File: src/rtl/ysyx_25030085_lsu.sv
// Load/store unit: one outstanding valid/ready data-memory transaction with load formatting.
// Optional watchdog enabled by defining LSU_TIMEOUT_EN (limit TIMEOUT_CYC cycles in REQ/WAIT).
module ysyx_25030085_lsu #(
  parameter int ADDR_W      = 32,
  parameter int TIMEOUT_CYC = 255
) (
  input  logic              clk,
  input  logic              rst,
  input  logic              req_valid,
  output logic              req_ready,
  input  logic              req_wen,
  input  logic [2:0]        req_funct3,
  input  logic [ADDR_W-1:0] req_addr,
  input  logic [31:0]       req_wdata,
  output logic              resp_valid,
  output logic [31:0]       resp_rdata,
  output logic              resp_err,
  output logic              mem_valid,
  input  logic              mem_ready,
  output logic              mem_wen,
  output logic [ADDR_W-1:0] mem_addr,
  output logic [31:0]       mem_wdata,
  output logic [3:0]        mem_wmask,
  input  logic              mem_rvalid,
  input  logic [31:0]       mem_rdata
);

  typedef enum logic [1:0] {IDLE, REQ, WAIT, RESP} state_t;

  state_t      state;
  logic [2:0]  funct3_q;
  logic [1:0]  off_q;
  logic        req_bad;
  logic [31:0] st_data;
  logic [3:0]  st_mask;
  logic        timeout_hit;

  assign req_ready = (state == IDLE) && !rst;

  // Reject illegal encodings and misaligned halves/words before touching memory.
  always_comb begin
    req_bad = 1'b0;
    if (req_wen) begin
      if (req_funct3[2]) req_bad = 1'b1;
    end else if (req_funct3 == 3'b011 || req_funct3 == 3'b110 || req_funct3 == 3'b111) begin
      req_bad = 1'b1;
    end
    if (req_funct3[1:0] == 2'b01 && req_addr[0]) req_bad = 1'b1;
    if (req_funct3[1:0] == 2'b10 && req_addr[1:0] != 2'b00) req_bad = 1'b1;
  end

  always_comb begin
    st_data = req_wdata;
    st_mask = 4'b1111;
    case (req_funct3[1:0])
      2'b00: begin
        st_data = {4{req_wdata[7:0]}};
        st_mask = 4'(4'b0001 << req_addr[1:0]);
      end
      2'b01: begin
        st_data = {2{req_wdata[15:0]}};
        st_mask = 4'(4'b0011 << req_addr[1:0]);
      end
      default: ;
    endcase
  end

  function automatic logic [31:0] load_fmt(input logic [2:0] f3, input logic [1:0] off,
                                           input logic [31:0] rdata);
    logic [31:0] sh;
    sh = rdata >> {off, 3'b000};
    case (f3)
      3'b000:  return {{24{sh[7]}}, sh[7:0]};
      3'b001:  return {{16{sh[15]}}, sh[15:0]};
      3'b010:  return rdata;
      3'b100:  return {24'b0, sh[7:0]};
      3'b101:  return {16'b0, sh[15:0]};
      default: return 32'b0;
    endcase
  endfunction

`ifdef LSU_TIMEOUT_EN
  localparam int CNT_W = ($clog2(TIMEOUT_CYC + 1) > 8) ? $clog2(TIMEOUT_CYC + 1) : 8;
  logic [CNT_W-1:0] cnt;

  // Held at zero in IDLE so it starts from zero on entry to REQ and keeps counting through WAIT.
  always_ff @(posedge clk) begin
    if (rst) begin
      cnt <= '0;
    end else if (state == REQ || state == WAIT) begin
      cnt <= cnt + CNT_W'(1);
    end else begin
      cnt <= '0;
    end
  end

  assign timeout_hit = (cnt == CNT_W'(TIMEOUT_CYC - 1));
`else
  assign timeout_hit = 1'b0;
`endif

  always_ff @(posedge clk) begin
    if (rst) begin
      state      <= IDLE;
      funct3_q   <= 3'b0;
      off_q      <= 2'b0;
      mem_valid  <= 1'b0;
      mem_wen    <= 1'b0;
      mem_addr   <= '0;
      mem_wdata  <= 32'b0;
      mem_wmask  <= 4'b0;
      resp_valid <= 1'b0;
      resp_err   <= 1'b0;
      resp_rdata <= 32'b0;
    end else begin
      resp_valid <= 1'b0;
      case (state)
        IDLE: begin
          if (req_valid) begin
            funct3_q <= req_funct3;
            off_q    <= req_addr[1:0];
            if (req_bad) begin
              state      <= RESP;
              resp_valid <= 1'b1;
              resp_err   <= 1'b1;
              resp_rdata <= 32'b0;
            end else begin
              state     <= REQ;
              mem_valid <= 1'b1;
              mem_wen   <= req_wen;
              mem_addr  <= {req_addr[ADDR_W-1:2], 2'b00};
              mem_wdata <= st_data;
              mem_wmask <= req_wen ? st_mask : 4'b0000;
            end
          end
        end
        REQ: begin
          if (mem_ready) begin
            mem_valid <= 1'b0;
            mem_wen   <= 1'b0;
            mem_wmask <= 4'b0;
            if (mem_wen) begin
              state      <= RESP;
              resp_valid <= 1'b1;
              resp_err   <= 1'b0;
              resp_rdata <= 32'b0;
            end else begin
              state <= WAIT;
            end
          end else if (timeout_hit) begin
            mem_valid  <= 1'b0;
            mem_wen    <= 1'b0;
            mem_wmask  <= 4'b0;
            state      <= RESP;
            resp_valid <= 1'b1;
            resp_err   <= 1'b1;
            resp_rdata <= 32'b0;
          end
        end
        WAIT: begin
          if (mem_rvalid) begin
            state      <= RESP;
            resp_valid <= 1'b1;
            resp_err   <= 1'b0;
            resp_rdata <= load_fmt(funct3_q, off_q, mem_rdata);
          end else if (timeout_hit) begin
            state      <= RESP;
            resp_valid <= 1'b1;
            resp_err   <= 1'b1;
            resp_rdata <= 32'b0;
          end
        end
        RESP:    state <= IDLE;
        default: state <= IDLE;
      endcase
    end
  end

endmodule

File: config.mk
export PLATFORM = sky130hd
export DESIGN_NAME = ysyx_25030085_lsu
export DESIGN_NICKNAME = d
export VERILOG_FILES = /design/src/rtl/ysyx_25030085_lsu.sv
export SDC_FILE = /design/constraint.sdc
export NUM_CORES = 1
export LEC_CHECK = 0
export CELL_PAD_IN_SITES_DETAIL_PLACEMENT = 0
export CELL_PAD_IN_SITES_GLOBAL_PLACEMENT = 2
export CORE_UTILIZATION = 24
export DETAILED_ROUTE_END_ITERATION = 7
export PLACE_DENSITY_LB_ADDON = 0.3
export REMOVE_ABC_BUFFERS = 1
export SLEW_MARGIN = 20
export SYNTH_ARGS = -nofsm -noshare
export SYNTH_HDL_FRONTEND = slang
export SYNTH_SLANG_ARGS = --single-unit
File: constraint.sdc
create_clock -name clk -period 2.25 [get_ports clk]
set_input_delay 0.45 -clock clk [delete_from_list [all_inputs] [get_ports clk]]
set_output_delay 0.45 -clock clk [all_outputs]
set_load 0.02 [all_outputs]
==> flow_summary.yaml, run 1 <==
run_status:
  outcome: "complete, no violations"
die:
  die_h_um: 149
  die_width_um: 149
  rows: 53
  coreArea_um2: 21100
  ios: 210
  start_util: 0.245
  die_area_um2: 22100
logic_synthesis:
  synthArstFlopShare: 0
  syn_area_um2: 5170
  yosys-top-cells-area: "dfxtp_1 (42%), nand2_1 (8.9%), o2bb2ai_2 (8.7%), a21oi_1 (7.6%), mux2i_1 (3.9%)"
  ys_warn_count: 0
  yosys.cell_count.top_type: "nand2_1"
  synth_cells: 600
  synth_top_area_cell: "dfxtp_1"
  seq_area_frac_synth: 0.422
  synthTopCellsByCount: "nand2_1 (122), dfxtp_1 (109), a21oi_1 (78)"
  ys_seq_elements: 109
  synth_edf_count: 0
  yosysTopAreaCellShare: 0.422
  syn_area_per_cell_um2: 8.61
  synth_cell_types: 46
  ys.flop_type: "dfxtp_1"
run:
  max_cap_violations: 0
clock_network:
  cts_buffer_depth: 2
  htreeDepth: 3
  cts_buffers: 9
  cts_root_buffer: "clkbuf_16"
  clkTransAtPathRegs_ps: 80
  clock_sinks: 109
  postCtsHoldBufs: 0
  cts_tree: "built"
  clk_latency_ps: 350
cells_and_area:
  areaGrowthSynthToFinish_pct: 56.1
  drive_above_1_share: 0.134
  fin_area_um2: 8070
  fin_cells: 1095
  nNetsFinal: 925
  diodes: 0
timing:
  slew_violations: 0
  min_period_ps: 2140
  tightest_slew_ps: 845
  rsz0062_at_grt: "false"
  finalHoldViolations: 0
  max_slew_margin: 0.432
  hold_slack_ps: 454
  fin_crit_sh: 0.950
  finClkSkew_ps: 12.0
  max_freq_mhz: 468
  timing.final.ws_setup_ps: 112
  finalSetupViolCount: 0
  finalSetupTns_ps: 0
detailed_routing:
  vias: 5097
  routed_wl_um: 17400
  drtIter0Drc: 180
  wl_per_cell_um: 15.9
  drc: 0
  ant_nets: 0
  drt-pass1-iter-count: 4
  vias_per_cell: 4.65
place:
  hpwlAfterDp_um: 12500
  io_buffers: 207
  gp_congestion: 0.780
  placed_area_um2: 7710
  post-place-ws_ps: -581
  dp.cells: 1074
worst_setup_path:
  worst-path-max-fanout: 32
  cp_data_required_time_ps: 2540
  worst-setup-path-type: "in -> reg"
  cp-start-kind: "input pin"
  critPathCaptureType: "flop"
  arrival_ps: 2430
power_and_ir_drop:
  peakVddDrop_v: 0.000352
  p_leak_nw: 2.87
  power_density_nw_per_um2: 829
global_route:
  grt_max_degree: 68
  grt_pass1_wl_um: 27600
  antenna_found_initial: 0
  grt.overflow.total: 0
  grt_pass1_vias: 5096
  track_usage: 0.159
hold_path:
  hp-class: "reg -> reg"
-- final cells by class --
class | instances | area (µm²)
Tap cell | 275 | 344
Inverter | 12 | 47.5
Sequential cell | 109 | 2180
Clock buffer | 10 | 239
Fill cell | 2145 | 13000
Multi-Input combinational cell | 430 | 2720
Timing Repair Buffer | 253 | 2490
Clock inverter | 6 | 47.5
-- placed cells by master (no fill, tap or decap), types with 2 or more instances in the layout --
| cell type | synthesis | final |
|---|---|---|
| o32ai_1 | 4 | 4 |
| ha_1 | 5 | 5 |
| mux2i_1 | 20 | 20 |
| buf_4 | 3 | 40 |
| o21ai_0 | 21 | 21 |
| clkinvlp_4 | 0 | 3 |
| a211oi_1 | 20 | 20 |
| and2_1 | 3 | 3 |
| buf_12 | 0 | 6 |
| nor2_4 | 0 | 3 |
| dfxtp_1 | 109 | 109 |
| o2bb2ai_2 | 30 | 30 |
| clkbuf_16 | 0 | 9 |
| o2bb2ai_1 | 2 | 2 |
| a22oi_1 | 15 | 15 |
| nand2b_1 | 3 | 3 |
| inv_1 | 10 | 10 |
| mux2_2 | 8 | 8 |
| a311oi_1 | 10 | 10 |
| nor3_1 | 2 | 2 |
| nand2_1 | 122 | 122 |
| clkdlybuf4s50_1 | 0 | 204 |
| o31ai_1 | 3 | 3 |
| a21o_1 | 2 | 2 |
| nor2_1 | 50 | 48 |
| nor2b_1 | 5 | 5 |
| conb_1 | 1 | 2 |
| o211ai_1 | 8 | 8 |
| a21oi_1 | 78 | 78 |
-- through the flow --
| step | utilization | total power [mW] |
|---|---|---|
| floorplan | - | 3.77 |
| detailed placement | 0.366 | 5.05 |
| finish | 0.383 | 6.69 |
| CTS | 0.380 | 6.74 |
| global route | 0.383 | 7.14 |
| global placement | 0.366 | 5.01 |
-- power by group --
part / total [mW] / switching (mW) / leakage [nW] / internal (mW)
Combinational: 2.78 / 1.50 / 1.85 / 1.28
Sequential: 2.33 / 0.178 / 0.885 / 2.16
Clock: 1.58 / 0.784 / 0.133 / 0.792
-- sequential cells by signal, indices dropped and copies added, names as in the netlist --
register,flops
funct3_q,3
mem_addr,30
mem_valid,1
mem_wdata,32
mem_wen,1
mem_wmask,4
off_q,2
resp_err,1
resp_rdata,32
resp_valid,1
state,2
-- kinds of logic after synthesis --
family | share of synthesized area
AO/OA/AOI/OAI | 0.294
XOR/XNOR | 0.00169
adder cells (fa/ha/maj) | 0.0121
buffers and inverters | 0.0586
flip-flops | 0.422
multiplexers | 0.0562
other | 0.000726
AND/OR/NAND/NOR | 0.154
-- worst max-delay path, cell delays in order --
cell	delay [ps]
clkdlybuf4s50_1	570
nor2_1	80
o31a_1	340
a311oi_4	310
buf_4	180
nand4b_4	100
buf_12	200
o2bb2ai_2	160
-- timing repair --
action	in CTS	in global routing
setup endpoints to repair	33	32
buffers inserted	1	3
pin swaps	2	2
resized for setup	2	1
endpoints found under the hold margin	0	0
cloned	1	0
-- per-layer routing --
metal / global-route usage / vias to the layer above / wire length [µm]
met4: 0.0602 / 0 / 303
met3: 0.0673 / 16 / 1770
met5: 0 / - / 0
met1: 0.193 / 2374 / 7490
li1: - / 2545 / -
met2: 0.250 / 162 / 7880
-- path summary, 6_finish.rpt --
| path | from | depth (start not counted) | endpoint | slack (ps) |
|---|---|---|---|---|
| hold reg to reg | mem_addr[9]$_SDFFE_PP0P_ | 2 | mem_addr[9]$_SDFFE_PP0P_ | 450 |
| setup / recovery | req_funct3[0] | 8 | resp_rdata[20]$_SDFFE_PP0P_ | 110 |
| setup reg to reg | state[1]$_SDFFE_PP0P_ | 9 | resp_rdata[20]$_SDFFE_PP0P_ | 170 |
| hold / removal | mem_addr[9]$_SDFFE_PP0P_ | 2 | mem_addr[9]$_SDFFE_PP0P_ | 450 |
(Power assumes the default switching activity.)
==> run 2, diff against run 1 <==
--- a/config.mk
+++ b/config.mk
@@ -7,8 +7,10 @@
 export LEC_CHECK = 0
 export CELL_PAD_IN_SITES_DETAIL_PLACEMENT = 0
 export CELL_PAD_IN_SITES_GLOBAL_PLACEMENT = 2
-export CORE_UTILIZATION = 24
+export CORE_UTILIZATION = 35
 export DETAILED_ROUTE_END_ITERATION = 7
+export DONT_BUFFER_PORTS = 1
+export HOLD_SLACK_MARGIN = 0.12
 export PLACE_DENSITY_LB_ADDON = 0.3
 export REMOVE_ABC_BUFFERS = 1
 export SLEW_MARGIN = 20
==> run 2 against run 1 <==
Sequential power grew 12%. Critical path depth up 1. Sequential share of layout area is 12 points higher. Via count fell by 18%. Maximum frequency up 3.5%.
==> flow_summary.yaml, run 2 (same netlist as run 1, synthesis figures left out) <==
run_status:
  outcome: "complete, no violations"
worst_setup_path:
  cp-start-kind: "flop"
  cp_data_required_time_ps: 2540
  worst-path-max-fanout: 32
  cpPeakStageDelay_ps: 390
  critPathTopFamily: "compound AO/OA/AOI/OAI gates"
  cp_common_cell: "buf_12"
  slowest_stage: "dfxtp_2"
  cp_cell_sequence: "inv_1 -> ha_1 -> buf_4 -> a21o_1 -> a311oi_4 -> buf_12 -> nand4b_4 -> buf_12 -> o2bb2ai_2"
  worst-setup-path-type: "reg -> reg"
  arrival_ps: 2350
  critPathBufInv: 4
  critPathCaptureType: "flop"
detailed_routing:
  drt-pass1-iter-count: 4
  wl_per_cell_um: 18.2
  vias_per_cell: 5.44
  vias: 4174
  drc: 0
  routed_wl_um: 14000
  ant_nets: 0
  drtIter0Drc: 223
cells_and_area:
  nNetsFinal: 689
  final_cell_mix: "nand2_1 (122), dfxtp_1 (107), a21oi_1 (78)"
  layout_commonest_cell: "nand2_1"
  nFillCells: 1451
  final_core_util: 0.391
  drive_above_1_share: 0.139
  areaGrowthSynthToFinish_pct: 9.44
  fin_area_um2: 5660
  diodes: 0
  top_regs: "mem_wdata x32, resp_rdata x32, mem_addr x30"
clock_network:
  cts_root_buffer: "clkbuf_16"
  cts_tree: "built"
  clock_sinks: 109
  cts_buffer_depth: 2
  postCtsHoldBufs: 0
  cts_buffers: 9
  clkTransAtPathRegs_ps: 80
  htreeDepth: 3
  clk_latency_ps: 350
power_and_ir_drop:
  swShare: 0.377
  peakVddDrop_v: 0.000493
  p_int_mw: 3.71
  combinationalPowerShare: 0.287
  net-switching-power_mw: 2.24
  p_seq_frac: 0.439
  p_leak_nw: 1.95
  power_density_nw_per_um2: 1050
  pwr-share-clk: 0.275
place:
  placed_area_um2: 5330
  gp_congestion: 0.832
  io_buffers: 0
  post-place-ws_ps: -71.5
  hpwlAfterDp_um: 9610
global_route:
  antenna_found_initial: 0
  grt.overflow.total: 0
  grt_pass1_vias: 4089
  track_usage: 0.180
  grt_max_degree: 83
  grt_pass1_wl_um: 21000
timing:
  fin_crit_sh: 0.918
  min_period_ps: 2070
  slew_violations: 0
  finalSetupViolCount: 0
  max_freq_mhz: 484
  timing.final.ws_setup_ps: 184
  max_slew_margin: 0.419
  finClkSkew_ps: 7.14
  finalHoldViolations: 0
  tightest_slew_ps: 864
  finalSetupTns_ps: 0
  rsz0062_at_grt: "false"
die:
  coreArea_um2: 14500
  die_h_um: 124
  die_width_um: 124
  rows: 44
  start_util: 0.357
  die_area_um2: 15300
  ios: 210
run:
  max_cap_violations: 0
hold_path:
  hp-class: "in -> reg"
[run 2: cell count changes in the layout (fill, tap and decap cells not counted), sizes merged]
cell | before | now
inv | 13 | 14
dlygate4sd2 | 1 | 0
bufinv | 0 | 1
clkdlybuf4s50 | 204 | 0
buf | 47 | 17
clkbuf | 10 | 9
dlymetal6s2s | 1 | 0
clkinv | 2 | 0
[run 2: stage by stage]
stage | hold WS (ps) | power (mW) | instances
after floorplan | 475 | 3.77 | 550
after global placement | 526 | 4.23 | 750
after detailed placement | 523 | 4.27 | 750
after CTS | 138 | 5.96 | 766
after global routing | 136 | 6.30 | 767
final | 153 | 5.95 | 767
[run 2: worst reg2reg max path, cell delays in order (launching register included)]
cell,delay (ps)
dfxtp_2,390
inv_1,80
ha_1,200
buf_4,160
a21o_1,200
a311oi_4,300
buf_12,170
nand4b_4,100
buf_12,200
o2bb2ai_2,190
[run 2: final timing paths]
kind	slack, ps	from	end	depth (start not counted)
max	180	state[1]$_SDFFE_PP0P_	resp_rdata[18]$_SDFFE_PP0P_	9
min	150	rst	mem_wdata[6]$_SDFFE_PP0P_	1
max reg2reg	180	state[1]$_SDFFE_PP0P_	resp_rdata[18]$_SDFFE_PP0P_	9
min reg2reg	530	funct3_q[2]$_SDFFE_PP0P_	funct3_q[2]$_SDFFE_PP0P_	2
[run 2: timing repair]
action / CTS / global route
endpoints found under the hold margin: 0 / 0
cloned: 1 / 0
pin swaps: 1 / 1
setup buffers: 0 / 1
setup endpoints to repair: 32 / 32
resized for setup: 3 / 0
[run 2: power by group through the flow]
stage               logic, mW  clock network [mW]  registers, mW
finish                   1.71                1.63           2.61
global route             1.90                1.76           2.65
CTS                      1.66                1.69           2.62
detailed placement       1.62                   0           2.66
global placement         1.58                   0           2.65
floorplan                1.17                   0           2.60
[run 2: layout make-up]
| type | instances | area [µm²] | area share |
|---|---|---|---|
| clock buffers | 9 | 225 | 0.0398 |
| clock inverters | 6 | 72.6 | 0.0128 |
| inverters | 12 | 47.5 | 0.00841 |
| multi-input cells | 430 | 2720 | 0.481 |
| flip-flops and latches | 109 | 2180 | 0.386 |
| well taps | 184 | 230 | 0.0407 |
| repair buffers | 17 | 178 | 0.0314 |
[run 2: layer usage]
layer  GRT usage  routed length [µm]  vias to the layer above
met4      0.0783                 235                        0
li1            -                   -                     2077
met1       0.216                5830                     1920
met5           0                   0                        -
met2       0.291                6640                      161
met3      0.0590                1280                       16
==> run 3, diff against run 2 <==
--- a/config.mk
+++ b/config.mk
@@ -8,6 +8,7 @@
 export CELL_PAD_IN_SITES_DETAIL_PLACEMENT = 0
 export CELL_PAD_IN_SITES_GLOBAL_PLACEMENT = 2
 export CORE_UTILIZATION = 35
+export CTS_CLUSTER_SIZE = 25
 export DETAILED_ROUTE_END_ITERATION = 7
 export DONT_BUFFER_PORTS = 1
 export HOLD_SLACK_MARGIN = 0.12
==> results of run 3 <==
No change in the layout: final DEF, timing and power equal those of run 2.
